### config.mk
export PLATFORM = sky130hd
export DESIGN_NAME = msp430_noc_link_buffer
export DESIGN_NICKNAME = d
export VERILOG_FILES = /design/src/rtl/msp430_noc_link_buffer_pkg.sv /design/src/rtl/msp430_noc_link_buffer_channel.sv /design/src/rtl/msp430_noc_link_buffer.sv
export SDC_FILE = /design/constraint.sdc
export NUM_CORES = 1
export LEC_CHECK = 0
export CELL_PAD_IN_SITES_DETAIL_PLACEMENT = 0
export CELL_PAD_IN_SITES_GLOBAL_PLACEMENT = 1
export CORE_ASPECT_RATIO = 0.5
export CORE_MARGIN = 1.5
export CORE_UTILIZATION = 47
export CTS_BUF_LIST = sky130_fd_sc_hd__clkbuf_4
export DETAILED_ROUTE_END_ITERATION = 7
export GPL_TIMING_DRIVEN = 0
export PLACE_DENSITY = 0.76
export REMOVE_ABC_BUFFERS = 1
export SYNTH_ARGS = -nofsm -noshare
export SYNTH_HDL_FRONTEND = slang
export SYNTH_SLANG_ARGS = --single-unit
export TNS_END_PERCENT = 30
### constraint.sdc
create_clock -name clk -period 8.5 [get_ports clk]
set_input_delay 0.85 -clock clk [delete_from_list [all_inputs] [get_ports clk]]
set_output_delay 0.85 -clock clk [all_outputs]
set_load 0.05 [all_outputs]
### src/rtl/msp430_noc_link_buffer_pkg.sv
// Shared defaults for the NoC link buffer: link geometry and the default per-channel depth.
package msp430_noc_link_buffer_pkg;

    localparam int unsigned NOC_FLIT_WIDTH_DEF = 32;
    localparam int unsigned NOC_CHANNELS_DEF   = 2;
    localparam int unsigned LINK_BUFFER_DEPTH  = 4;

    // One extra MSB above the index bits distinguishes full from empty.
    function automatic int unsigned ptr_width(input int unsigned depth);
        return $clog2(depth) + 1;
    endfunction

endpackage

### src/rtl/msp430_noc_link_buffer_channel.sv
// One virtual-channel FIFO of the link buffer.
// Also holds the complete-packet counter and the optional full-packet gating of out_valid.
module msp430_noc_link_buffer_channel
    import msp430_noc_link_buffer_pkg::*;
#(
    parameter int unsigned FLIT_WIDTH = 32,
    parameter int unsigned DEPTH      = 4,
    parameter bit          FULLPACKET = 1'b0
) (
    input  logic                         clk,
    input  logic                         rst,
    input  logic [FLIT_WIDTH-1:0]        in_flit,
    input  logic                         in_last,
    input  logic                         in_valid,
    output logic                         in_ready,
    output logic [FLIT_WIDTH-1:0]        out_flit,
    output logic                         out_last,
    output logic                         out_valid,
    input  logic                         out_ready,
    output logic [$clog2(DEPTH+1)-1:0]   fill_level
);

    localparam int unsigned PW = ptr_width(DEPTH);
    localparam int unsigned AW = PW - 1;
    localparam int unsigned CW = $clog2(DEPTH + 1);

    logic [FLIT_WIDTH:0] mem_q [DEPTH];
    logic [PW-1:0]       wr_ptr_q, wr_ptr_d;
    logic [PW-1:0]       rd_ptr_q, rd_ptr_d;
    logic [CW-1:0]       pkt_cnt_q, pkt_cnt_d;
    logic                ready_q;

    logic                empty, full, wr_en, rd_en;
    logic [FLIT_WIDTH:0] head;

    assign empty = (rd_ptr_q == wr_ptr_q);
    assign full  = (rd_ptr_q[AW-1:0] == wr_ptr_q[AW-1:0]) && (rd_ptr_q[AW] != wr_ptr_q[AW]);
    assign head  = mem_q[rd_ptr_q[AW-1:0]];

    // ready_q keeps in_ready low during reset and for the release edge itself.
    assign in_ready = ready_q && !full;
    assign wr_en    = in_valid && in_ready;
    assign rd_en    = out_valid && out_ready;

    always_comb begin
        out_valid = !empty;
        if (FULLPACKET)
            out_valid = !empty && ((pkt_cnt_q != '0) || full);
    end

    assign out_flit   = out_valid ? head[FLIT_WIDTH-1:0] : '0;
    assign out_last   = out_valid ? head[FLIT_WIDTH] : 1'b0;
    assign fill_level = CW'(wr_ptr_q - rd_ptr_q);

    always_comb begin
        wr_ptr_d  = wr_en ? wr_ptr_q + PW'(1) : wr_ptr_q;
        rd_ptr_d  = rd_en ? rd_ptr_q + PW'(1) : rd_ptr_q;
        pkt_cnt_d = pkt_cnt_q;
        case ({wr_en && in_last, rd_en && head[FLIT_WIDTH]})
            2'b10:   pkt_cnt_d = pkt_cnt_q + CW'(1);
            2'b01:   pkt_cnt_d = pkt_cnt_q - CW'(1);
            default: pkt_cnt_d = pkt_cnt_q;
        endcase
    end

    // Storage is not reset: clearing the pointers is enough to discard held flits.
    always_ff @(posedge clk) begin
        if (wr_en)
            mem_q[wr_ptr_q[AW-1:0]] <= {in_last, in_flit};
    end

    always_ff @(posedge clk or posedge rst) begin
        if (rst) begin
            wr_ptr_q  <= '0;
            rd_ptr_q  <= '0;
            pkt_cnt_q <= '0;
            ready_q   <= 1'b0;
        end else begin
            wr_ptr_q  <= wr_ptr_d;
            rd_ptr_q  <= rd_ptr_d;
            pkt_cnt_q <= pkt_cnt_d;
            ready_q   <= 1'b1;
        end
    end

endmodule

### src/rtl/msp430_noc_link_buffer.sv
// Per-tile elastic flit buffer between tile NoC output and router input.
// One independent FIFO per virtual channel; no arbitration between channels.
module msp430_noc_link_buffer
    import msp430_noc_link_buffer_pkg::*;
#(
    parameter int unsigned FLIT_WIDTH = NOC_FLIT_WIDTH_DEF,
    parameter int unsigned CHANNELS   = NOC_CHANNELS_DEF,
    parameter int unsigned DEPTH      = LINK_BUFFER_DEPTH,
    parameter bit          FULLPACKET = 1'b0
) (
    input  logic                                      clk,
    input  logic                                      rst,
    input  logic [CHANNELS-1:0][FLIT_WIDTH-1:0]       in_flit,
    input  logic [CHANNELS-1:0]                       in_last,
    input  logic [CHANNELS-1:0]                       in_valid,
    output logic [CHANNELS-1:0]                       in_ready,
    output logic [CHANNELS-1:0][FLIT_WIDTH-1:0]       out_flit,
    output logic [CHANNELS-1:0]                       out_last,
    output logic [CHANNELS-1:0]                       out_valid,
    input  logic [CHANNELS-1:0]                       out_ready,
    output logic [CHANNELS-1:0][$clog2(DEPTH+1)-1:0]  fill_level
);

    for (genvar gi = 0; gi < CHANNELS; gi++) begin : g_chan
        msp430_noc_link_buffer_channel #(
            .FLIT_WIDTH (FLIT_WIDTH),
            .DEPTH      (DEPTH),
            .FULLPACKET (FULLPACKET)
        ) u_chan (
            .clk        (clk),
            .rst        (rst),
            .in_flit    (in_flit[gi]),
            .in_last    (in_last[gi]),
            .in_valid   (in_valid[gi]),
            .in_ready   (in_ready[gi]),
            .out_flit   (out_flit[gi]),
            .out_last   (out_last[gi]),
            .out_valid  (out_valid[gi]),
            .out_ready  (out_ready[gi]),
            .fill_level (fill_level[gi])
        );
    end

endmodule

---- Word level (Yosys, flattened, before mapping) ----
Memories as Yosys holds them, arrays and structs flattened.
Index checks and enable logic that the tools add are counted.
W data, S select, Z words.
word-level totals
  register bits after elaboration ......... 13
  memory bits (writable) .................. 264
  bits of input ports ..................... 72
  memories ................................ 2
memories
  memory                  words  width  rd ports  clocked after Yosys merged registers in  write ports  line                                  text
  g_chan[0].u_chan.mem_q  4      33     1         0                                        1            msp430_noc_link_buffer_channel.sv:27  logic [FLIT_WIDTH:0] mem_q [DEPTH];
  g_chan[1].u_chan.mem_q  4      33     1         0                                        1            msp430_noc_link_buffer_channel.sv:27
operators by class
  $add $sub $neg .......................... 6
  eq/ne operators ......................... 6
  muxes and demuxes ....................... 8
  reduce and logical (&&, ||, !) cells .... 12
operator list
  kind                   number
  $mux W32               2
  $add A3 B1 Y3 const B  4
  $logic_and A1 B1 Y1    8
  $eq A3 B3 Y1           2
  $mux W1                6
  $sub A3 B3 Y3          2
  $eq A2 B2 Y1           2
  $logic_not A1 Y1       4
  $ne A1 B1 Y1           2

---- Logic depth before layout (Yosys ltp) ----
  depth in word-level cells ............... 7
  mapped depth ............................ 9
  mapped depth without buffers ............ 5

---- Cells and area by module ----
A second synthesis with hierarchy kept.
second synthesis, totals
  cells, all modules ...................... 512
  area total of the unflattened synthesis .. 10988.0 um^2
modules (own cells, without submodules)
  module                          instances  cells an instance  area an instance (um^2)  sequential area each (um^2)
  msp430_noc_link_buffer_channel  2          256                5494.0                   4139.0

---- Least setup slack after synthesis ----
OpenSTA, ideal clock, no wires.
  path kind ............................... reg2out
  start point ............................. register g_chan[1].u_chan.rd_ptr_q[1]
  end point ............................... output port out_flit[34] (netlist name)
  data arrival time ....................... 2298 ps
  data required time ...................... 7650 ps
  setup slack ............................. 5352 ps
  stages on the path, launching flop included .. 9
  cell sequence ........................... dfrtp_1 -> buf_2 -> buf_2 -> inv_1 -> ha_1 -> nand2_1 -> nor2_1 -> clkbuf_1 -> nor2b_1
RTL lines
  element                 line                                  text
  from (decl)             msp430_noc_link_buffer_channel.sv:29  logic [PW-1:0] rd_ptr_q, rd_ptr_d;
  from (signal assigned)  msp430_noc_link_buffer_channel.sv:80  rd_ptr_q <= rd_ptr_d;
  to (decl)               msp430_noc_link_buffer.sv:17          output logic [CHANNELS-1:0][FLIT_WIDTH-1:0] out_flit,

==> key figures <==
Layout
  • Util after Layout: 0.604
  • Number of cells in the finished layout apart from fillers: ~1,100
  • Area growth from synthesis to final layout: 25.1%
  • Number of fill cells in the layout: approximately 1,700
  • Share of post-route cells with drive strength above 1: 0.240
  • Nets: between 800 and 900

Setup path
  • Required time worst endpoint: roughly 7700 ps
  • Crit-path slowest cell: clkdlybuf4s50_1
  • Type of origin of the critical path: flop
  • Critical path endpoint category: primary output
  • Startpoint-to-endpoint class of the critical path: reg -> out
  • Max FO, Critical Path: 21
  • Worst Path Arrival: around 3400 ps
  • Register-to-Register Setup Slack: roughly 5700 ps
  • Cell Chain, Critical Path: ha_1, nand2_1, nor2_4, buf_16, nor2b_1, clkdlybuf4s50_1
  • Slowest Stage Delay on Critical Path: around 840 ps

Timing
  • Post-route worst setup slack: around 4300 ps
  • Slew Limit Headroom: 0.358
  • Setup tns final: 0 ps
  • Final Max Slew Viols: 0
  • Fmax: approximately 240 MHz
  • Slew at the pin closest to its max-slew limit: ~960 ps
  • RSZ-0062 raised after global routing: no
  • Final setup violating endpoints: 0
  • Post-route fraction of the period consumed by the critical path: 0.498
  • Time the worst path needs with I/O delays and setup: approximately 4200 ps
  • Post-route clock skew: 29.4 ps
  • Number of hold-slack violations in the final timing report: 0

Clock network
  • Postcts setup bufs: 0
  • Worst-path clk slew: about 70 ps
  • Sinks on the clock net: roughly 280
  • Worst skew pair latency: 640 ps
  • Clock root buffer: clkbuf_4
  • Total of hold buffers inserted after clock tree synthesis: 0
  • CTS resizes: 0
  • H-Tree Level Count: 3
  • Number of buffers created by CTS: 66
  • TritonCTS clock tree: built
  • Number of buffers on the longest clock path: 3

Synth
  • Synth area leaders: edfxtp_1 72%, mux4_2 9.0%, mux4_1 5.2%
  • Synth unique cells: 29
  • Post-synthesis async set-or-reset flop share: 0.0469
  • Share of synthesized area occupied by flip-flops and latches: 0.746
  • Combined area of all synthesized cells: approximately 0.011 mm²
  • Average size of a mapped cell: 21.3 µm²
  • EDFF count, synth: between 200 and 300
  • Post-synthesis instance total: approximately 520
  • Synthesis warning total: 0
  • Top cell type's share of synthesized area: 0.716
  • Main flop type after synthesis: edfxtp_1
  • Library cell with the largest summed area after synthesis: edfxtp_1
  • Number of register bits inferred by synthesis: around 280

Hold path
  • Tightest Hold Check Type: in -> async

Placed design
  • Post-placement setup slack: roughly 4800 ps
  • Routability congestion estimate: just under 0.7
  • Number of I/O port buffers: about 150
  • Placed wire-length estimate: around 12,000 µm
  • Number of cells after detailed placement: roughly 960

Floorplanning
  • Core Footprint: 0.0229 mm²
  • Width of the die: ~220 µm
  • Placement row count: 39
  • Floorplan die height: 111 µm
  • Die footprint: ~0.025 mm²
  • Initial core utilization: 0.482
  • I/O pin total: ~150

Detailed routing
  • Via count: 5,463
  • Via-per-instance ratio: between 5 and 6
  • Drt first-iter violations: around 230
  • Residual DRC count: 0
  • Remaining antenna violation count after routing: 0
  • Drt wl/cell: slightly below 20 µm
  • Number of iterations in the first detailed-routing pass: 4
  • Final wirelength: ~21,000 µm

Global routing
  • First-pass GRT wire length: between 30,000 and 40,000 µm
  • Maximum number of pins on one net before global-route repair: 34
  • Via count of the first global-routing pass: about 6,000
  • GRT Total Usage: 0.178
  • Number of antenna violations at the first check in global routing: 1
  • Overflow after GRT: 0

Flow run
  • Max-cap check violation count: 0

Run status
  • Status: finished clean
==> state kept, by name, summed over array words and instances, names as in the netlist <==
name                    count
g_chan.u_chan.rd_ptr_q      6
g_chan.u_chan.wr_ptr_q      6
g_chan.u_chan.ready_q       1
g_chan.u_chan.mem_q       264
==> layout make-up <==
class	count	area [µm²]	share of cell area
Clock buffer	107	803	0.0580
Tap cell	307	384	0.0277
Timing Repair Buffer	157	1710	0.123
Multi-Input combinational cell	200	2590	0.187
Inverter	14	52.6	0.00380
Antenna cell	1	2.50	0.000181
Sequential cell	277	8260	0.597
Clock inverter	12	46.3	0.00334
==> synth_stat cells, drive strengths merged (4+ instances only) <==
library cell	n
nor2b	66
mux4	66
inv	14
dfrtp	13
ha	14
o21ai	5
mux2	6
and2	8
clkbuf	6
buf	22
nor2	4
xnor2	8
nand2	7
edfxtp	264
==> critical path, delay by kind of cell, from the launching register on <==
kind | cells | cell delay (ps)
adder cells (fa/ha/maj) | 1 | 370
flip-flops | 1 | 800
AND/OR/NAND/NOR | 3 | 530
buffers and inverters | 2 | 1050
==> metal layers <==
layer  global-route usage  part of all wire  wire length, µm
met1                0.222              0.42             8750
met2                0.295              0.51            10500
met4               0.0644             0.018              380
met3               0.0563             0.052             1080
met5                    0                 0                0
==> cells by family (layout without fill, tap and decap cells) <==
| logic type | after synthesis | count (layout) | share of synthesized area |
|---|---|---|---|
| DFF | 277 | 277 | 0.746 |
| AOI/OAI and AO/OA | 12 | 12 | 0.00701 |
| buffers and inverters | 42 | 290 | 0.0226 |
| other | 1 | 2 | 0.000339 |
| xor gates and xnor gates | 10 | 10 | 0.00792 |
| adders and majority gates | 16 | 16 | 0.0195 |
| muxes | 73 | 73 | 0.149 |
| and+or+nand+nor | 88 | 88 | 0.0476 |
==> layout by cell type (no fill, tap or decap), types with 8 or more instances in the layout <==
cell type        count
clkinv_1            10
clkbuf_4           107
clkdlybuf4s50_1    147
dfrtp_1              9
ha_1                14
inv_1               14
mux4_1              22
nor2b_1             66
xnor2_1              8
edfxtp_1           264
mux4_2              44
==> stage by stage <==
| stage | area, µm² | hold slack, ps |
|---|---|---|
| 2_1_floorplan | 10900 | 532 |
| 3_3_place_gp | 12700 | 571 |
| 3_5_place_dp | 13000 | 586 |
| 4_1_cts | 13800 | 509 |
| 5_1_grt | 13800 | 545 |
| 6_report | 13800 | 550 |
==> final timing paths <==
check,startpoint,to,cells after the start
worst min register to register,g_chan[0].u_chan.wr_ptr_q[2]$_DFFE_PP0P_,g_chan[0].u_chan.wr_ptr_q[2]$_DFFE_PP0P_,2
worst max-delay path,g_chan[0].u_chan.rd_ptr_q[0]$_DFFE_PP0P_,out_flit[18],6
worst max register to register,g_chan[0].u_chan.rd_ptr_q[0]$_DFFE_PP0P_,g_chan[0].u_chan.mem_q[2][27]$_DFFE_PP_,5
worst min-delay path,rst,g_chan[1].u_chan.wr_ptr_q[1]$_DFFE_PP0P_,2
min in group clk,g_chan[0].u_chan.wr_ptr_q[2]$_DFFE_PP0P_,g_chan[0].u_chan.wr_ptr_q[2]$_DFFE_PP0P_,2
max in group asynchronous,rst,g_chan[0].u_chan.rd_ptr_q[0]$_DFFE_PP0P_,2
Power is not shown: default switching activity piles up to over one toggle a cycle in this logic, so the estimate is an artifact.
==> RTL edit 1, RTL diff (same settings) <==
Register the output `fill_level`; this adds one clock of latency there. The other outputs are not delayed to match.
--- a/src/rtl/msp430_noc_link_buffer.sv
+++ b/src/rtl/msp430_noc_link_buffer.sv
@@ -21,6 +21,8 @@
     output logic [CHANNELS-1:0][$clog2(DEPTH+1)-1:0]  fill_level
 );
 
+    logic [CHANNELS-1:0][$clog2(DEPTH+1)-1:0] fill_level_d;
+
     for (genvar gi = 0; gi < CHANNELS; gi++) begin : g_chan
         msp430_noc_link_buffer_channel #(
             .FLIT_WIDTH (FLIT_WIDTH),
@@ -37,8 +39,12 @@
             .out_last   (out_last[gi]),
             .out_valid  (out_valid[gi]),
             .out_ready  (out_ready[gi]),
-            .fill_level (fill_level[gi])
+            .fill_level (fill_level_d[gi])
         );
+    end
+
+    always_ff @(posedge clk) begin
+        fill_level <= fill_level_d;
     end
 
 endmodule
Function: changed (Yosys sat finds a counterexample within 4 cycles, from zero or initial values and one cycle with rst high).
==> RTL edit 1 against the unedited design <==
  * Via count decreased by 0.13%
  * Final cell count decreased by 0.28%
  * Core utilization decreased by 0.21 points
  * Clock skew decreased by 0.0079 ns
  * Die area increased by 1.1%
  * Sequential cell count increased by 6
  * Area after synthesis increased by 1.1%
  * Critical path depth increased by 1
  * Cell area increased by 0.29%
  * Setup slack got worse by 0.047 ns
  * Wire length decreased by 1.2%
Power is left out: the tool's default activity adds up to more than one toggle a clock period on the data nets, which glitch-free logic cannot reach.
==> RTL edit 1: results (changes against the unedited design) <==
| Metric | Value |
|---|---|
| Worst Path Arrival | 3.43 ns (was 3.38 ns) |
| Worst slack at placement | 4.78 ns (was 4.84 ns) |
| Cells after DPL | 961 (was 955) |
| Met1 global-route usage | 22.1% (was 22.2%) |
| Final wirelength | 20.4 mm (was 20.7 mm) |
| Status | completed (unchanged) |
| Synth Area per Inst | 21.3 um^2 (about the same) |
| HPWL Detailed | 12.0 mm (was 12.3 mm) |
| Seq/Total Area, Yosys | 74.9% (was 74.6%) |
| Clock buf/inv share | 5.76% (was 6.14%) |
| Total length of routed met2 wires | 10.4 mm (was 10.5 mm) |
| Routing usage on met2 | 28.4% (was 29.5%) |
| Vias in the first global route | 6039 (was 6025) |
| Reg area | 0.00838 mm^2 (was 0.00826 mm^2) |
| Layout non-clock buf frac | 12.1% (was 12.3%) |
| Later-pin clock latency in the skew report | 0.65 ns |
| Syn Std Cell Area | 0.0112 mm^2 (was 0.0111 mm^2) |
| DP Area | 0.0131 mm^2 (was 0.0130 mm^2) |
| Total CTS buffers | 66 (unchanged) |
| Setup Skew | 0.0215 ns (was 0.0294 ns) |
| Met3 usage | 5.97% (was 5.63%) |
| Wl on met1 | 8.66 mm (was 8.75 mm) |
| RD Place Congestion | 0.699 (was 0.696) |
| Non-Clock Buffer Count | 157 (unchanged) |
| Fillers | 1737 (was 1741) |
| DRT iter0 DRCs | 334 (was 233) |
| Slew @ Worst Pin | 0.936 ns (was 0.963 ns) |
| Share of cells above drive strength 1 | 22.9% (was 24.0%) |
| Multi-input combinational area share | 18.6% (was 18.7%) |
| Initial antenna violation count | 1 (unchanged) |
| CP Max Fanout | 30 (was 21) |
| Layout overhead on the synthesized area | 24.1% (was 25.1%) |
| CTS Root Cell | clkbuf_4 (unchanged) |
| Synth top area cells | edfxtp_1 71%, mux4_2 8.9%, mux4_1 5.2% (was edfxtp_1 72%, mux4_2 9.0%, mux4_1 5.2%) |
| Clk_buf instances | 96 (was 107) |
| #FFs+latches synth | 283 (was 277) |
| WL met3 | 966 um (was 1.08 mm) |
| Via Count | 5456 (was 5463) |
| Post-synth ARST share | 4.59% (was 4.69%) |
| Synth cell types | 30 (was 29) |
| Non-filler instance count after layout | 1072 (was 1075) |
| First-pass GRT wire length | 32.6 mm (was 32.5 mm) |
| Layout net count | 810 (was 804) |
| GRT Overall Usage | 17.5% (was 17.8%) |
-- RTL edit 1: changes by cell type in the layout (fill, tap and decap cells not counted), sizes merged --
cell / before / now
bufinv: 0 / 1
clkinv: 11 / 10
dfxtp: 0 / 6
clkbuf: 107 / 96
inv: 15 / 17
-- RTL edit 1: logic make-up (layout without fill, tap and decap cells) --
group                    Yosys count  after routing  share of synthesized area (%)
AO/OA/AOI/OAI                     12             12                          0.694
XOR/XNOR                          10             10                          0.783
adder cells (fa/ha/maj)           16             16                           1.92
buffers and inverters             42            281                           2.24
flip-flops                       283            283                           74.9
multiplexers                      73             73                           14.8
other                              1              2                         0.0335
AND/OR/NAND/NOR                   88             88                           4.71
-- RTL edit 1: final timing paths --
kind	startpoint	to	slack [ns]	cells past startpoint
min	rst	g_chan[0].u_chan.wr_ptr_q[2]	0.53	2
max in group asynchronous	rst	g_chan[1].u_chan.rd_ptr_q[1]	7.57	2
max	g_chan[0].u_chan.rd_ptr_q[0]	out_flit[7]	4.22	7
min in group clk	g_chan[1].u_chan.wr_ptr_q[2]	g_chan[1].u_chan.wr_ptr_q[2]	0.59	2
max reg2reg	g_chan[0].u_chan.rd_ptr_q[0]	g_chan[0].u_chan.mem_q[0][21]	5.57	6
min reg2reg	g_chan[1].u_chan.wr_ptr_q[2]	g_chan[1].u_chan.wr_ptr_q[2]	0.59	2
-- RTL edit 1: worst max-delay path, stage by stage, from the launching register on --
cell and delay (ns):
dfrtp_2 0.69, buf_12 0.28, ha_1 0.30, nand2_1 0.20, nor2_4 0.08, buf_12 0.18
nor2b_1 0.20, clkdlybuf4s50_1 0.84
==> RTL edit 2, RTL diff (config.mk and constraints unchanged) <==
Without the edit above. `NOC_FLIT_WIDTH_DEF`: 32 -> 24.
--- a/src/rtl/msp430_noc_link_buffer_pkg.sv
+++ b/src/rtl/msp430_noc_link_buffer_pkg.sv
@@ -1,7 +1,7 @@
 // Shared defaults for the NoC link buffer: link geometry and the default per-channel depth.
 package msp430_noc_link_buffer_pkg;
 
-    localparam int unsigned NOC_FLIT_WIDTH_DEF = 32;
+    localparam int unsigned NOC_FLIT_WIDTH_DEF = 24;
     localparam int unsigned NOC_CHANNELS_DEF   = 2;
     localparam int unsigned LINK_BUFFER_DEPTH  = 4;
 
Ports: changed (resized in_flit and out_flit); port bits go from 148 to 116. No check against the original RTL was run, so the function may have changed too.
==> RTL edit 2 against the unedited design <==
  * Cell area shrank 23%
  * Global-route usage decreased by 0.89 points
  * Count of clock-buffer cells in the layout is 27 lower
  * Final cell count is 22% lower
  * Sequential cell count down 64
  * Sequential share of layout area fell by 0.14 points
  * Area after synthesis decreased by 21%
  * Setup slack got worse by 0.79 ns
  * Wire length decreased by 24%
  * Critical path type unchanged
  * Largest cell class unchanged
Power is left out: the tool's default activity adds up to more than one toggle a clock period on the data nets, which glitch-free logic cannot reach.
==> RTL edit 2: results (changes against the unedited design) <==
| Metric | Value |
|---|---|
| Cells after DPL | 746 (was 955) |
| Worst slack at placement | 4.02 ns (was 4.84 ns) |
| Clk_buf instances | 80 (was 107) |
| Via Count | 4238 (was 5463) |
| Layout non-clock buf frac | 11.1% (was 12.3%) |
| Top cell type's share of synthesized area | 69.1% (was 71.6%) |
| XOR/XNOR Fraction of Synth Area | 1.01% (was 0.792%) |
| Mux share of post-synthesis cell area | 15.1% (was 14.9%) |
| Clock net sink count | 213 (was 277) |
| RD Place Congestion | 0.723 (was 0.696) |
| Non-Clock Buffer Count | 117 (was 157) |
| Met1 global-route usage | 21.2% (was 22.2%) |
| Adder-cell share of the synthesized area | 2.48% (was 1.95%) |
| Max reg flops | 200 (was 264) |
| Setup Skew | 0.0265 ns (was 0.0294 ns) |
| Post-Synthesis Cells | 417 (was 519) |
| Clock buf/inv share | 5.97% (was 6.14%) |
| Non-filler instance count after layout | 835 (was 1075) |
| Met3 usage | 5.49% (was 5.63%) |
| Multi-input combinational area share | 20.2% (was 18.7%) |
| Synth top cells by count | 200 x edfxtp_1, 44 x nor2b_1, 28 x mux4_1 (was 264 x edfxtp_1, 66 x nor2b_1, 44 x mux4_2) |
| WL met3 | 953 um (was 1.08 mm) |
| CP max-delay cell | dfrtp_1 (was clkdlybuf4s50_1) |
| Max_slew headroom | 10.3% (was 35.8%) |
| Slowest stage delay, CP | 1.24 ns (was 0.84 ns) |
| Compound-Gate Fraction of Synth Area | 0.892% (was 0.701%) |
| DRT iter0 DRCs | 187 (was 233) |
| Post-DR wirelength/cell | 18.9 um (was 19.2 um) |
| Layout overhead on the synthesized area | 22.4% (was 25.1%) |
| Status | completed (unchanged) |
| CP Max Fanout | 29 (was 21) |
| Share of cells above drive strength 1 | 20.8% (was 24.0%) |
| Synth cell types | 31 (was 29) |
## RTL edit 2: cell count changes after synthesis, moves of 5 or more
cell / change
edfxtp_1: -64
mux4_1: +6
mux4_2: -22
nor2b_1: -22
and2b_1: +6
buf_2: -5
## RTL edit 2: final timing paths
kind	from	endpoint	slack (ns)	cells after the start
worst max-delay path	g_chan[1].u_chan.rd_ptr_q[1]	out_flit[31]	3.47	7
worst min-delay path	rst	g_chan[1].u_chan.wr_ptr_q[2]	0.57	2
worst max register to register	g_chan[0].u_chan.rd_ptr_q[1]	g_chan[0].u_chan.mem_q[0][14]	5.26	5
worst min register to register	g_chan[0].u_chan.wr_ptr_q[2]	g_chan[0].u_chan.wr_ptr_q[2]	0.60	2
max in group asynchronous	rst	g_chan[0].u_chan.rd_ptr_q[0]	7.52	2
min in group clk	g_chan[0].u_chan.wr_ptr_q[2]	g_chan[0].u_chan.wr_ptr_q[2]	0.60	2
